## src/rtl/hybrid_root_finder_if.sv

```systemverilog
// Handshake bundle between the root-finder controller and its driver/plant.
// The master side drives control and measurements; the slave side is the controller.
interface hybrid_root_finder_if #(
  parameter int BUS_WIDTH = 10,
  parameter int MAX_ITER  = 16
);
  localparam int ITER_W = $clog2(MAX_ITER + 1);

  logic                 enable;
  logic                 mode;
  logic                 ready;
  logic [BUS_WIDTH-1:0] q_desired;
  logic [BUS_WIDTH-1:0] q_measured;
  logic [BUS_WIDTH-1:0] i_ref;
  logic                 busy;
  logic                 converged;
  logic                 went_unstable;
  logic [ITER_W-1:0]    iter_count;

  modport master (
    output enable, mode, ready, q_desired, q_measured,
    input  i_ref, busy, converged, went_unstable, iter_count
  );

  modport slave (
    input  enable, mode, ready, q_desired, q_measured,
    output i_ref, busy, converged, went_unstable, iter_count
  );
endinterface

```

## src/rtl/hybrid_root_finder.sv

```systemverilog
// Closed-loop current-reference search: bisection or secant with bisection fallback,
// bracketed on [0, 2^BUS_WIDTH-1], with settle delay and iteration budget.
module hybrid_root_finder #(
  parameter int BUS_WIDTH     = 10,
  parameter int TOL           = 1,
  parameter int MAX_ITER      = 16,
  parameter int SETTLE_CYCLES = 2
) (
  input  logic                 clk,
  input  logic                 rst,
  hybrid_root_finder_if.slave  bus
);
  localparam int W  = BUS_WIDTH;
  localparam int FW = W + 1;
  localparam int NW = 2 * W + 1;
  localparam int DW = W + 2;
  localparam int RW = W + 3;
  localparam int IW = $clog2(MAX_ITER + 1);
  localparam int SW = $clog2(SETTLE_CYCLES + 1);
  localparam int CW = $clog2(NW + 1);

  typedef enum logic [3:0] {
    S_IDLE, S_EVAL_A, S_EVAL_B, S_CHECK, S_COMPUTE, S_APPLY, S_WAIT, S_DONE, S_FAIL
  } state_t;

  function automatic logic [FW-1:0] f_abs(input logic signed [FW-1:0] f);
    if (f[FW-1]) return -f;
    else         return f;
  endfunction

  // Three-valued sign: negative, zero, positive are all distinct.
  function automatic logic [1:0] f_sgn(input logic signed [FW-1:0] f);
    return {f[FW-1], (f == '0)};
  endfunction

  state_t                r_state, w_next;
  logic [W-1:0]          r_a, r_b, r_i_ref, r_qd;
  logic signed [FW-1:0]  r_fa, r_fb;
  logic                  r_mode, r_busy, r_conv, r_unst;
  logic [IW-1:0]         r_iter;
  logic [SW-1:0]         r_settle;
  logic [NW-1:0]         r_num, r_quo;
  logic [DW-1:0]         r_den;
  logic [RW-1:0]         r_rem;
  logic                  r_neg, r_dzero;
  logic [CW-1:0]         r_div_cnt;

  logic signed [FW-1:0]  w_f, w_fb_eff;
  logic signed [DW-1:0]  w_den_s;
  logic [FW-1:0]         w_abs_fa, w_abs_fb;
  logic [W-1:0]          w_span, w_mid, w_best, w_c;
  logic [RW-1:0]         w_rem_sh;
  logic                  w_sample, w_min_ok, w_rem_ge, w_q_ok;

  assign w_f      = signed'({1'b0, bus.q_measured}) - signed'({1'b0, r_qd});
  assign w_sample = (r_settle == '0) && bus.ready;
  assign w_fb_eff = (r_state == S_EVAL_B) ? w_f : r_fb;
  assign w_abs_fa = f_abs(r_fa);
  assign w_abs_fb = f_abs(w_fb_eff);
  assign w_min_ok = (w_abs_fa <= FW'(TOL)) || (w_abs_fb <= FW'(TOL));
  assign w_best   = (w_abs_fb < w_abs_fa) ? r_b : r_a;
  assign w_span   = r_b - r_a;
  assign w_mid    = W'(({1'b0, r_a} + {1'b0, r_b}) >> 1);
  assign w_den_s  = signed'({r_fb[FW-1], r_fb}) - signed'({r_fa[FW-1], r_fa});
  assign w_rem_sh = {r_rem[RW-2:0], r_num[NW-1]};
  assign w_rem_ge = (w_rem_sh >= {1'b0, r_den});
  // A secant step is usable only if it lands strictly inside (a, b).
  assign w_q_ok   = !r_dzero && !r_neg && (r_quo != '0) && (r_quo < NW'(w_span));
  assign w_c      = (r_mode && w_q_ok) ? (r_b - r_quo[W-1:0]) : w_mid;

  assign bus.i_ref         = r_i_ref;
  assign bus.busy          = r_busy;
  assign bus.converged     = r_conv;
  assign bus.went_unstable = r_unst;
  assign bus.iter_count    = r_iter;

  // State register.
  always_ff @(posedge clk) begin
    if (rst) r_state <= S_IDLE;
    else     r_state <= w_next;
  end

  // Next-state logic; dropping enable while busy aborts to IDLE.
  always_comb begin
    w_next = r_state;
    case (r_state)
      S_IDLE:    if (bus.enable) w_next = S_EVAL_A; else w_next = S_IDLE;
      S_EVAL_A:  if (w_sample) w_next = S_EVAL_B; else w_next = S_EVAL_A;
      S_EVAL_B: begin
        if (!w_sample)                          w_next = S_EVAL_B;
        else if (w_min_ok)                      w_next = S_DONE;
        else if (f_sgn(r_fa) == f_sgn(w_f))     w_next = S_FAIL;
        else                                    w_next = S_CHECK;
      end
      S_CHECK: begin
        if (w_span <= W'(1))                    w_next = w_min_ok ? S_DONE : S_FAIL;
        else if (r_iter == IW'(MAX_ITER))       w_next = S_FAIL;
        else if (r_mode)                        w_next = S_COMPUTE;
        else                                    w_next = S_APPLY;
      end
      S_COMPUTE: if (r_div_cnt == CW'(NW - 1)) w_next = S_APPLY; else w_next = S_COMPUTE;
      S_APPLY:   w_next = S_WAIT;
      S_WAIT: begin
        if (!w_sample)                          w_next = S_WAIT;
        else if (f_abs(w_f) <= FW'(TOL))        w_next = S_DONE;
        else                                    w_next = S_CHECK;
      end
      S_DONE, S_FAIL: if (!bus.enable) w_next = S_IDLE; else w_next = r_state;
      default:   w_next = S_IDLE;
    endcase
    if (r_busy && !bus.enable) w_next = S_IDLE;
    else                       w_next = w_next;
  end

  // Datapath: bracket, samples, divider, settle timer and status outputs.
  always_ff @(posedge clk) begin
    if (rst) begin
      r_a <= '0; r_b <= '0; r_i_ref <= '0; r_qd <= '0; r_fa <= '0; r_fb <= '0;
      r_mode <= 1'b0; r_busy <= 1'b0; r_conv <= 1'b0; r_unst <= 1'b0;
      r_iter <= '0; r_settle <= '0; r_num <= '0; r_quo <= '0; r_den <= '0;
      r_rem <= '0; r_neg <= 1'b0; r_dzero <= 1'b0; r_div_cnt <= '0;
    end else if (r_busy && !bus.enable) begin
      r_busy <= 1'b0;
    end else begin
      if (r_settle != '0) r_settle <= r_settle - 1'b1;
      case (r_state)
        S_IDLE: if (bus.enable) begin
          r_qd <= bus.q_desired; r_mode <= bus.mode;
          r_a <= '0; r_b <= '1; r_i_ref <= '0;
          r_busy <= 1'b1; r_conv <= 1'b0; r_unst <= 1'b0; r_iter <= '0;
          r_settle <= SW'(SETTLE_CYCLES - 1);
        end
        S_EVAL_A: if (w_sample) begin
          r_fa <= w_f; r_i_ref <= r_b; r_settle <= SW'(SETTLE_CYCLES - 1);
        end
        S_EVAL_B: if (w_sample) r_fb <= w_f;
        S_CHECK: if (w_next == S_COMPUTE) begin
          r_num <= NW'(w_abs_fb) * NW'(w_span);
          r_den <= w_den_s[DW-1] ? DW'(-w_den_s) : DW'(w_den_s);
          r_neg <= r_fb[FW-1] ^ w_den_s[DW-1];
          r_dzero <= (w_den_s == '0);
          r_rem <= '0; r_quo <= '0; r_div_cnt <= '0;
        end
        S_COMPUTE: begin
          r_rem <= w_rem_ge ? (w_rem_sh - {1'b0, r_den}) : w_rem_sh;
          r_quo <= {r_quo[NW-2:0], w_rem_ge};
          r_num <= {r_num[NW-2:0], 1'b0};
          r_div_cnt <= r_div_cnt + 1'b1;
        end
        S_APPLY: begin
          r_i_ref <= w_c; r_iter <= r_iter + 1'b1; r_settle <= SW'(SETTLE_CYCLES - 1);
        end
        S_WAIT: if (w_next == S_CHECK) begin
          if (f_sgn(w_f) == f_sgn(r_fa)) begin r_a <= r_i_ref; r_fa <= w_f; end
          else                           begin r_b <= r_i_ref; r_fb <= w_f; end
        end
        default: ;
      endcase
      if (w_next == S_DONE && r_state != S_DONE) begin
        r_busy <= 1'b0; r_conv <= 1'b1;
        if (r_state != S_WAIT) r_i_ref <= w_best;
      end
      if (w_next == S_FAIL && r_state != S_FAIL) begin
        r_busy <= 1'b0; r_unst <= 1'b1; r_i_ref <= w_best;
      end
    end
  end
endmodule
```

## src/flat_wrapper.sv

```systemverilog
// flat-port wrapper written by rule: the top's interface ports become plain ports
module hybrid_root_finder_flat 
#(
  parameter int BUS_WIDTH     = 10,
  parameter int TOL           = 1,
  parameter int MAX_ITER      = 16,
  parameter int SETTLE_CYCLES = 2
)
  (clk, rst, bus_enable, bus_mode, bus_ready, bus_q_desired, bus_q_measured, bus_i_ref, bus_busy, bus_converged, bus_went_unstable, bus_iter_count);
  hybrid_root_finder_if #(.BUS_WIDTH(BUS_WIDTH), .MAX_ITER(MAX_ITER)) bus_i ();
  input  logic clk;
  input  logic rst;
  input wire logic [$bits(bus_i.enable)-1:0] bus_enable;
  input wire logic [$bits(bus_i.mode)-1:0] bus_mode;
  input wire logic [$bits(bus_i.ready)-1:0] bus_ready;
  input wire logic [$bits(bus_i.q_desired)-1:0] bus_q_desired;
  input wire logic [$bits(bus_i.q_measured)-1:0] bus_q_measured;
  output wire logic [$bits(bus_i.i_ref)-1:0] bus_i_ref;
  output wire logic [$bits(bus_i.busy)-1:0] bus_busy;
  output wire logic [$bits(bus_i.converged)-1:0] bus_converged;
  output wire logic [$bits(bus_i.went_unstable)-1:0] bus_went_unstable;
  output wire logic [$bits(bus_i.iter_count)-1:0] bus_iter_count;
  assign bus_i.enable = bus_enable;
  assign bus_i.mode = bus_mode;
  assign bus_i.ready = bus_ready;
  assign bus_i.q_desired = bus_q_desired;
  assign bus_i.q_measured = bus_q_measured;
  assign bus_i_ref = bus_i.i_ref;
  assign bus_busy = bus_i.busy;
  assign bus_converged = bus_i.converged;
  assign bus_went_unstable = bus_i.went_unstable;
  assign bus_iter_count = bus_i.iter_count;
  hybrid_root_finder #(.BUS_WIDTH(BUS_WIDTH), .TOL(TOL), .MAX_ITER(MAX_ITER), .SETTLE_CYCLES(SETTLE_CYCLES)) u_core (.clk(clk), .rst(rst), .bus(bus_i));
endmodule
```

## config.mk

```make
export PLATFORM = sky130hd
export DESIGN_NAME = hybrid_root_finder_flat
export DESIGN_NICKNAME = d
export VERILOG_FILES = /design/src/rtl/hybrid_root_finder_if.sv /design/src/rtl/hybrid_root_finder.sv /design/src/flat_wrapper.sv
export SDC_FILE = /design/constraint.sdc
export NUM_CORES = 1
export LEC_CHECK = 0
export CAP_MARGIN = 25
export CORE_MARGIN = 4
export CORE_UTILIZATION = 45
export DETAILED_ROUTE_END_ITERATION = 10
export GPL_TIMING_DRIVEN = 0
export SYNTH_ARGS = -nofsm -noshare
export SYNTH_HDL_FRONTEND = slang
export SYNTH_SLANG_ARGS = --single-unit
```

## constraint.sdc

```tcl
create_clock -name clk -period 23.6 [get_ports clk]
set_clock_uncertainty 0.2 [all_clocks]
set_input_delay 5.9 -clock clk [delete_from_list [all_inputs] [get_ports clk]]
set_output_delay 5.9 -clock clk [all_outputs]
set_load 0.05 [all_outputs]
```

==> summary.txt, run 1 <==
Worst setup path
  • Reg2reg setup slack: 13700 ps
  • Arr. time, crit path: 15040 ps
  • Critical Path Sink Type: register
  • Crit-path max FO: 9
  • CP delay by family, top: adder cells
  • R2R Path End: u_core.r_num[19]
  • Setup crit start: bus_q_measured[0]
  • Worst path most repeated cell: inv_1
  • CP max stage delay: 850 ps
  • Worst Path Buf+Inv: 9
  • Setup crit start kind: primary input
  • Slowest CP cell: xor2_1
  • Worst endpoint required time: 23690 ps
  • Worst R2R Path Depth: 33
  • Critical path class: primary input to register
  • R2R Path Start: u_core.r_state[3]

Die
  • IO Pins: 43
  • Die area: 35750 um2
  • Rows: 66
  • Starting density of the core: 45.47%
  • Die Wd: 189.1 um
  • Die Height: 189.1 um
  • Core ar.: 32450 um2

STA
  • Slew HR: 22.98%
  • Worst slew pin tran: 1155 ps
  • Final worst slack: 8651 ps
  • Final min period: 14950 ps
  • Setup TNS Final: 0 ps
  • Fmax: 0.06689 GHz
  • Tcrit/Tclk final: 63.34%
  • Max Transition Viols Final: 0
  • Fin. Hold Viols: 0
  • RSZ-0062 raised after global routing: no
  • Setup violators final: 0

Synthesis
  • Dominant synthesized flop cell: dfxtp_1
  • Yosys cell types: 93
  • Syn Area/Cell: 7.828 um2
  • Ys Warns: 0
  • Register area share after synthesis: 20.35%
  • Synth top area share: 20.35%
  • Area leader, netlist: dfxtp_1
  • Cells after Synth: 1885
  • FFs w/ async S/R, synth: 0%
  • Mapped Area: 14760 um2
  • Synthesized net count: 2130
  • EDFF count, synth: 0
  • Yosys reg bits: 150
  • Synth top area cells: dfxtp_1 (20%), ha_1 (12%), fa_1 (10%)

Global routing
  • First-pass GRT wire length: 73.17 mm
  • Total track usage: 25.57%
  • Vias in the first global route: 13098
  • Pin count of the biggest net entering global routing: 17
  • Initial antenna violation count: 0
  • Grt total ovfl: 0

Run
  • Max Cap Viol: 0

Worst hold path
  • Worst hold path startpoint: u_core.r_num[4]
  • Hold Crit Class: register to register
  • Hold path depth: 2
  • Hold EP: u_core.r_num[4]

Clock network
  • Root Driver: clkbuf_16
  • Clock sinks: 150
  • TritonCTS clock tree: yes
  • Post-CTS setup buffers: 0
  • Hold bufs inserted after CTS: 0
  • Clock slew seen by the registers of the worst setup and hold paths: 60 ps
  • Clock tree buffer depth: 2
  • Total CTS buffers: 17
  • CTS HTree Levels: 4
  • Worst-Skew Late Latency: 440 ps
  • PostCTS Resize Cnt: 0

Place
  • Placed cells: 2368
  • DP Area: 15720 um2
  • Detail Placement HPWL: 36.92 mm
  • Final Wtd Congestion: 0.9462
  • Setup WS pre-CTS: 8371 ps
  • Number of port buffers: 40

Detailed routing
  • Initial DRC count: 1207
  • Routed wire per std cell: 19.13 um
  • DRT Pass-1 Iters: 9
  • Total number of vias: 13731
  • Final wirelength: 45.90 mm
  • Number of routed nets with antenna violations: 0
  • DR DRC count: 0
  • Vias per cell: 5.721

Cells and area
  • Share of cells above drive strength 1: 5.158%
  • NumNets Final: 2190
  • Finished Layout Cells: 2400
  • Post-route cell area: 16320 um2
  • Number of diodes: 0
  • Area Overhead vs Synth: 10.63%

Outcome
  • Status: complete, no violations

Pwr
  • Leak pwr: 6.854 nW
  • Peak VDD IR: 95.22 uV
  • Overall power: 2.186 mW
  • Power Dens Cells: 133.9 nW/um2
==> worst min-delay path, cell delays in order, from the launching register on <==
cell     delay, ps
dfxtp_1        310
nand2_1         50
a21oi_1         50
==> power breakdown <==
group / switching, mW / internal [mW] / leakage (nW)
Clock: 0.121 / 0.162 / 0.288
Sequential: 0.0407 / 0.285 / 1.21
Combinational: 1.00 / 0.575 / 5.35
Total: 1.16 / 1.02 / 6.85
==> sequential cells by signal (all words and copies together), names as in the netlist, 2 cells and up <==
register / count
u_core.r_num: 21
u_core.r_quo: 21
u_core.r_den: 12
u_core.r_rem: 12
u_core.r_fa: 11
u_core.r_fb: 11
u_core.bus.i_ref: 10
u_core.r_a: 10
u_core.r_b: 10
u_core.r_qd: 10
u_core.bus.iter_count: 5
u_core.r_div_cnt: 5
u_core.r_state: 4
u_core.r_settle: 2
==> cell families (layout without fill, tap and decap cells) <==
group / Yosys count / count (layout) / synth area share [%]
buffers and inverters: 281 / 354 / 7.335
XOR/XNOR: 79 / 79 / 4.893
AND/OR/NAND/NOR: 689 / 689 / 22.18
AO/OA/AOI/OAI: 417 / 417 / 19.27
multiplexers: 49 / 49 / 3.443
flip-flops: 150 / 150 / 20.35
adder cells (fa/ha/maj): 220 / 220 / 22.52
==> worst max-delay path by stage <==
stage | endpoint | slack [ps] | cells after the start
6_report | u_core.r_num[19] | 8650 | 34
3_3_place_gp | u_core.r_num[19] | 8390 | 34
4_1_cts | u_core.r_num[19] | 8800 | 34
3_5_place_dp | u_core.r_num[19] | 8370 | 34
5_1_grt | u_core.r_num[19] | 8060 | 34
2_1_floorplan | u_core.r_num[19] | 10300 | 33
==> final cells by class <==
class,instances,area (um2)
clock buffers,18,439.2
repair buffers,41,405.4
well taps,442,553.0
inverters,190,715.7
plain buffers,91,366.6
flip-flops and latches,150,3003
fillers,3187,16130
clock inverters,14,166.4
multi-input cells,1454,10680
==> through the flow <==
stage	utilization (%)	hold WS, ps
floorplan	-	231.5
global placement	48.40	243.2
detailed placement	48.43	249.0
CTS	50.30	256.6
global route	50.30	286.6
finish	50.30	256.6
==> routing by layer <==
metal  wire length [um]  track usage [%]  vias to the layer above
li1                   -                -                     6662
met4               1040            6.166                        0
met5                  0                0                        -
met3               2741            3.374                       64
met2              21000            41.97                      442
met1              21120            35.93                     6563
==> cells in the mapped netlist, drive strengths merged, types with 31 or more instances <==
library cell / count
clkbuf: 73
dfxtp: 150
xor2: 31
o21ai: 54
nand3: 77
nor3: 50
a211oi: 43
ha: 144
xnor2: 48
fa: 76
mux2i: 35
a21oi: 134
nand2b: 35
nor2: 232
inv: 189
nand2: 168
==> placed cells by master, fill, tap and decap left out, drive strengths merged, types with 14 or more instances in the layout <==
cell	instances
a211oi	43
a21oi	134
buf	19
clkbuf	91
clkdlybuf4s50	40
dfxtp	150
fa	76
ha	144
inv	195
mux2	14
mux2i	35
nand2	168
nand2b	35
nand3	77
nand4	20
nor2	232
nor2b	16
nor3	50
o211ai	19
o21a	20
o21ai	54
or2	16
xnor2	48
xor2	31
No activity file was read; power rests on OpenSTA's default activity.
==> run 2: changes to the inputs <==
==> constraint.sdc (replaced) <==
create_clock -name clk -period 15.17 [get_ports clk]
set_clock_uncertainty 0.2 [all_clocks]
set_input_delay 3.7925 -clock clk [delete_from_list [all_inputs] [get_ports clk]]
set_output_delay 3.7925 -clock clk [all_outputs]
set_load 0.05 [all_outputs]
==> results of run 2 <==
The final DEF is identical to that of run 1. Status: complete, no violations.
Main changes from that run: setup slack after placement 8371 ps -> 2048 ps; setup slack after layout 8651 ps -> 2328 ps; register-to-register setup slack 13700 ps -> 5270 ps; total power 2.186 mW -> 3.401 mW; worst IR drop on VDD 95.22 uV -> 148.1 uV
==> run 3: changes to the inputs <==
==> constraint.sdc (replaced) <==
create_clock -name clk -period 12.6 [get_ports clk]
set_clock_uncertainty 0.2 [all_clocks]
set_input_delay 3.15 -clock clk [delete_from_list [all_inputs] [get_ports clk]]
set_output_delay 3.15 -clock clk [all_outputs]
set_load 0.05 [all_outputs]
==> run 3 against run 2 <==
  * Sequential power up 20%
  * Sequential share of layout area about the same
  * Global-route usage unchanged
  * Critical path depth did not move
  * Count of clock-buffer cells in the layout is the same
  * Register-to-register slack lost 2300 ps
  * Power rose by 20%
==> summary.txt, run 3 (synthesis gave the netlist of run 1 again) <==
Pwr
  • Peak VDD IR: 177.4 uV (was 148.1 uV)
  • Leak pwr: 6.856 nW (was 6.854 nW)
  • Power Dens Cells: 250.5 nW/um2 (was 208.3 nW/um2)

Global routing
  • First-pass GRT wire length: 73.17 mm (unchanged)
  • Initial antenna violation count: 0 (unchanged)
  • Total track usage: 25.57% (unchanged)
  • Vias in the first global route: 13098 (unchanged)
  • Grt total ovfl: 0 (unchanged)
  • Pin count of the biggest net entering global routing: 17 (unchanged)

Cells and area
  • Post-route cell area: 16330 um2 (was 16320 um2)
  • Most common cell after layout, fill and taps aside: nor2_1 (unchanged)
  • Top Registers: u_core.r_num: 21 flops, u_core.r_quo: 21 flops (unchanged)
  • Number of diodes: 0 (unchanged)
  • Area Overhead vs Synth: 10.68% (was 10.63%)
  • Fill cells: 3187 (unchanged)
  • Share of cells above drive strength 1: 5.209% (was 5.158%)
  • NumNets Final: 2190 (unchanged)
  • Most frequent cells in the layout: nor2_1 (231), inv_1 (185), nand2_1 (168) (unchanged)

Worst hold path
  • Hold path depth: 2 (unchanged)
  • Hold Crit Class: register to register (unchanged)

STA
  • Fin. Hold Viols: 0 (unchanged)
  • Setup TNS Final: 0 ps (unchanged)
  • Final min period: 11920 ps
  • Slew HR: 21.94% (was 22.98%)
  • Tcrit/Tclk final: 94.62%
  • Fmax: 0.08388 GHz
  • Max Transition Viols Final: 0 (unchanged)
  • Worst slew pin tran: 1171 ps (was 1155 ps)
  • RSZ-0062 raised after global routing: no (unchanged)
  • Setup violators final: 0 (unchanged)

Worst setup path
  • Setup crit start kind: primary input (unchanged)
  • CP delay by family, top: adder cells (unchanged)
  • Arr. time, crit path: 12010 ps (was 12930 ps)
  • Worst Path Buf+Inv: 9 (unchanged)
  • Crit. path cell count: 34 (unchanged)
  • Critical Path Sink Type: register (unchanged)
  • CP max stage delay: 790 ps (was 850 ps)
  • Worst R2R Path Depth: 33 (unchanged)
  • Critical path class: primary input to register (unchanged)
  • Slowest CP cell: a2111oi_0 (was xor2_1)
  • Crit-path max FO: 9 (unchanged)
  • Worst path most repeated cell: inv_1 (unchanged)
  • Worst endpoint required time: 12690 ps (was 15260 ps)

Detailed routing
  • Vias per cell: 5.735 (was 5.721)
  • Number of routed nets with antenna violations: 0 (unchanged)
  • DRT Pass-1 Iters: 8 (was 9)
  • Total number of vias: 13765 (was 13731)
  • Initial DRC count: 1166 (was 1207)
  • Routed wire per std cell: 19.10 um (was 19.13 um)
  • Final wirelength: 45.84 mm (was 45.90 mm)
  • DR DRC count: 0 (unchanged)

Place
  • DP Area: 15720 um2 (unchanged)
  • Number of port buffers: 40 (unchanged)
  • Detail Placement HPWL: 36.92 mm (unchanged)
  • Final Wtd Congestion: 0.9462 (unchanged)

Run
  • Max Cap Viol: 0 (unchanged)

Die
  • Die Height: 189.1 um (unchanged)
  • Core ar.: 32450 um2 (unchanged)
  • Die Wd: 189.1 um (unchanged)
  • Starting density of the core: 45.47% (unchanged)
  • Die area: 35750 um2 (unchanged)
  • Rows: 66 (unchanged)
  • IO Pins: 43 (unchanged)

Clock network
  • Clock slew seen by the registers of the worst setup and hold paths: 60 ps (about the same)
  • Post-CTS setup buffers: 0 (unchanged)
  • Worst-Skew Late Latency: 440 ps (about the same)
  • Total CTS buffers: 17 (unchanged)
  • TritonCTS clock tree: yes (unchanged)
  • Clock sinks: 150 (unchanged)
  • CTS HTree Levels: 4 (unchanged)
  • Clock tree buffer depth: 2 (unchanged)
  • Root Driver: clkbuf_16 (unchanged)

Outcome
  • Status: complete, no violations (unchanged)
==> run 3: cell counts in the layout (fill, tap and decap cells not counted) <==
Identical to the previous run, type by type.
==> run 3: final cells by class <==
type	count	area, um2	share of cell area (%)
multi-input combinational	1454	10680	65.41
sequential	150	3003	18.39
inverter	190	715.7	4.382
tap	442	553.0	3.386
timing repair buffer	41	405.4	2.482
buffer	91	366.6	2.245
clock buffer	18	439.2	2.689
clock inverter	14	166.4	1.019
==> run 3: path summary, 6_finish.rpt <==
check	start	endpoint	slack [ps]
setup / recovery	bus_q_measured[0]	u_core.r_num[19]	680
hold reg to reg	u_core.r_num[4]	u_core.r_num[4]	260
setup reg to reg	u_core.r_state[3]	u_core.r_num[19]	2990
hold / removal	u_core.r_num[4]	u_core.r_num[4]	260
==> run 3: per-layer routing <==
metal	vias to the layer above	share of wire (%)	GRT usage, %
li1	6653	-	-
met5	-	0	0
met3	57	6.2	3.374
met1	6606	46	35.93
met4	0	2.1	6.166
met2	449	46	41.97
==> run 3: worst min-delay path, cell delays in order (launching register included) <==
cell	delay, ps
dfxtp_1	310
nand2_1	50
a21oi_1	50
==> run 3: repair_timing <==
action	4_1_cts	5_1_grt
hold buffers	0	0
endpoints found under the setup margin	0	1
resized for setup	0	1
==> run 3: report_power, final <==
part           switching, mW  internal, mW
logic                   1.87          1.08
clock network          0.227         0.303
registers             0.0761         0.534
total                   2.18          1.91
==> run 3: per-stage QoR <==
step           setup slack [ps]  total power, mW  hold WS, ps  utilization, %  std cells
2_1_floorplan              2048            2.761        231.5               -       1885
4_1_cts                   550.5            4.075        256.6           50.30       2400
3_5_place_dp              120.8            3.527        249.0           48.43       2368
3_3_place_gp              141.0            3.497        243.2           48.40       2367
5_1_grt                   62.75            4.458        286.6           50.32       2400
6_report                  678.0            4.090        255.6           50.32       2400
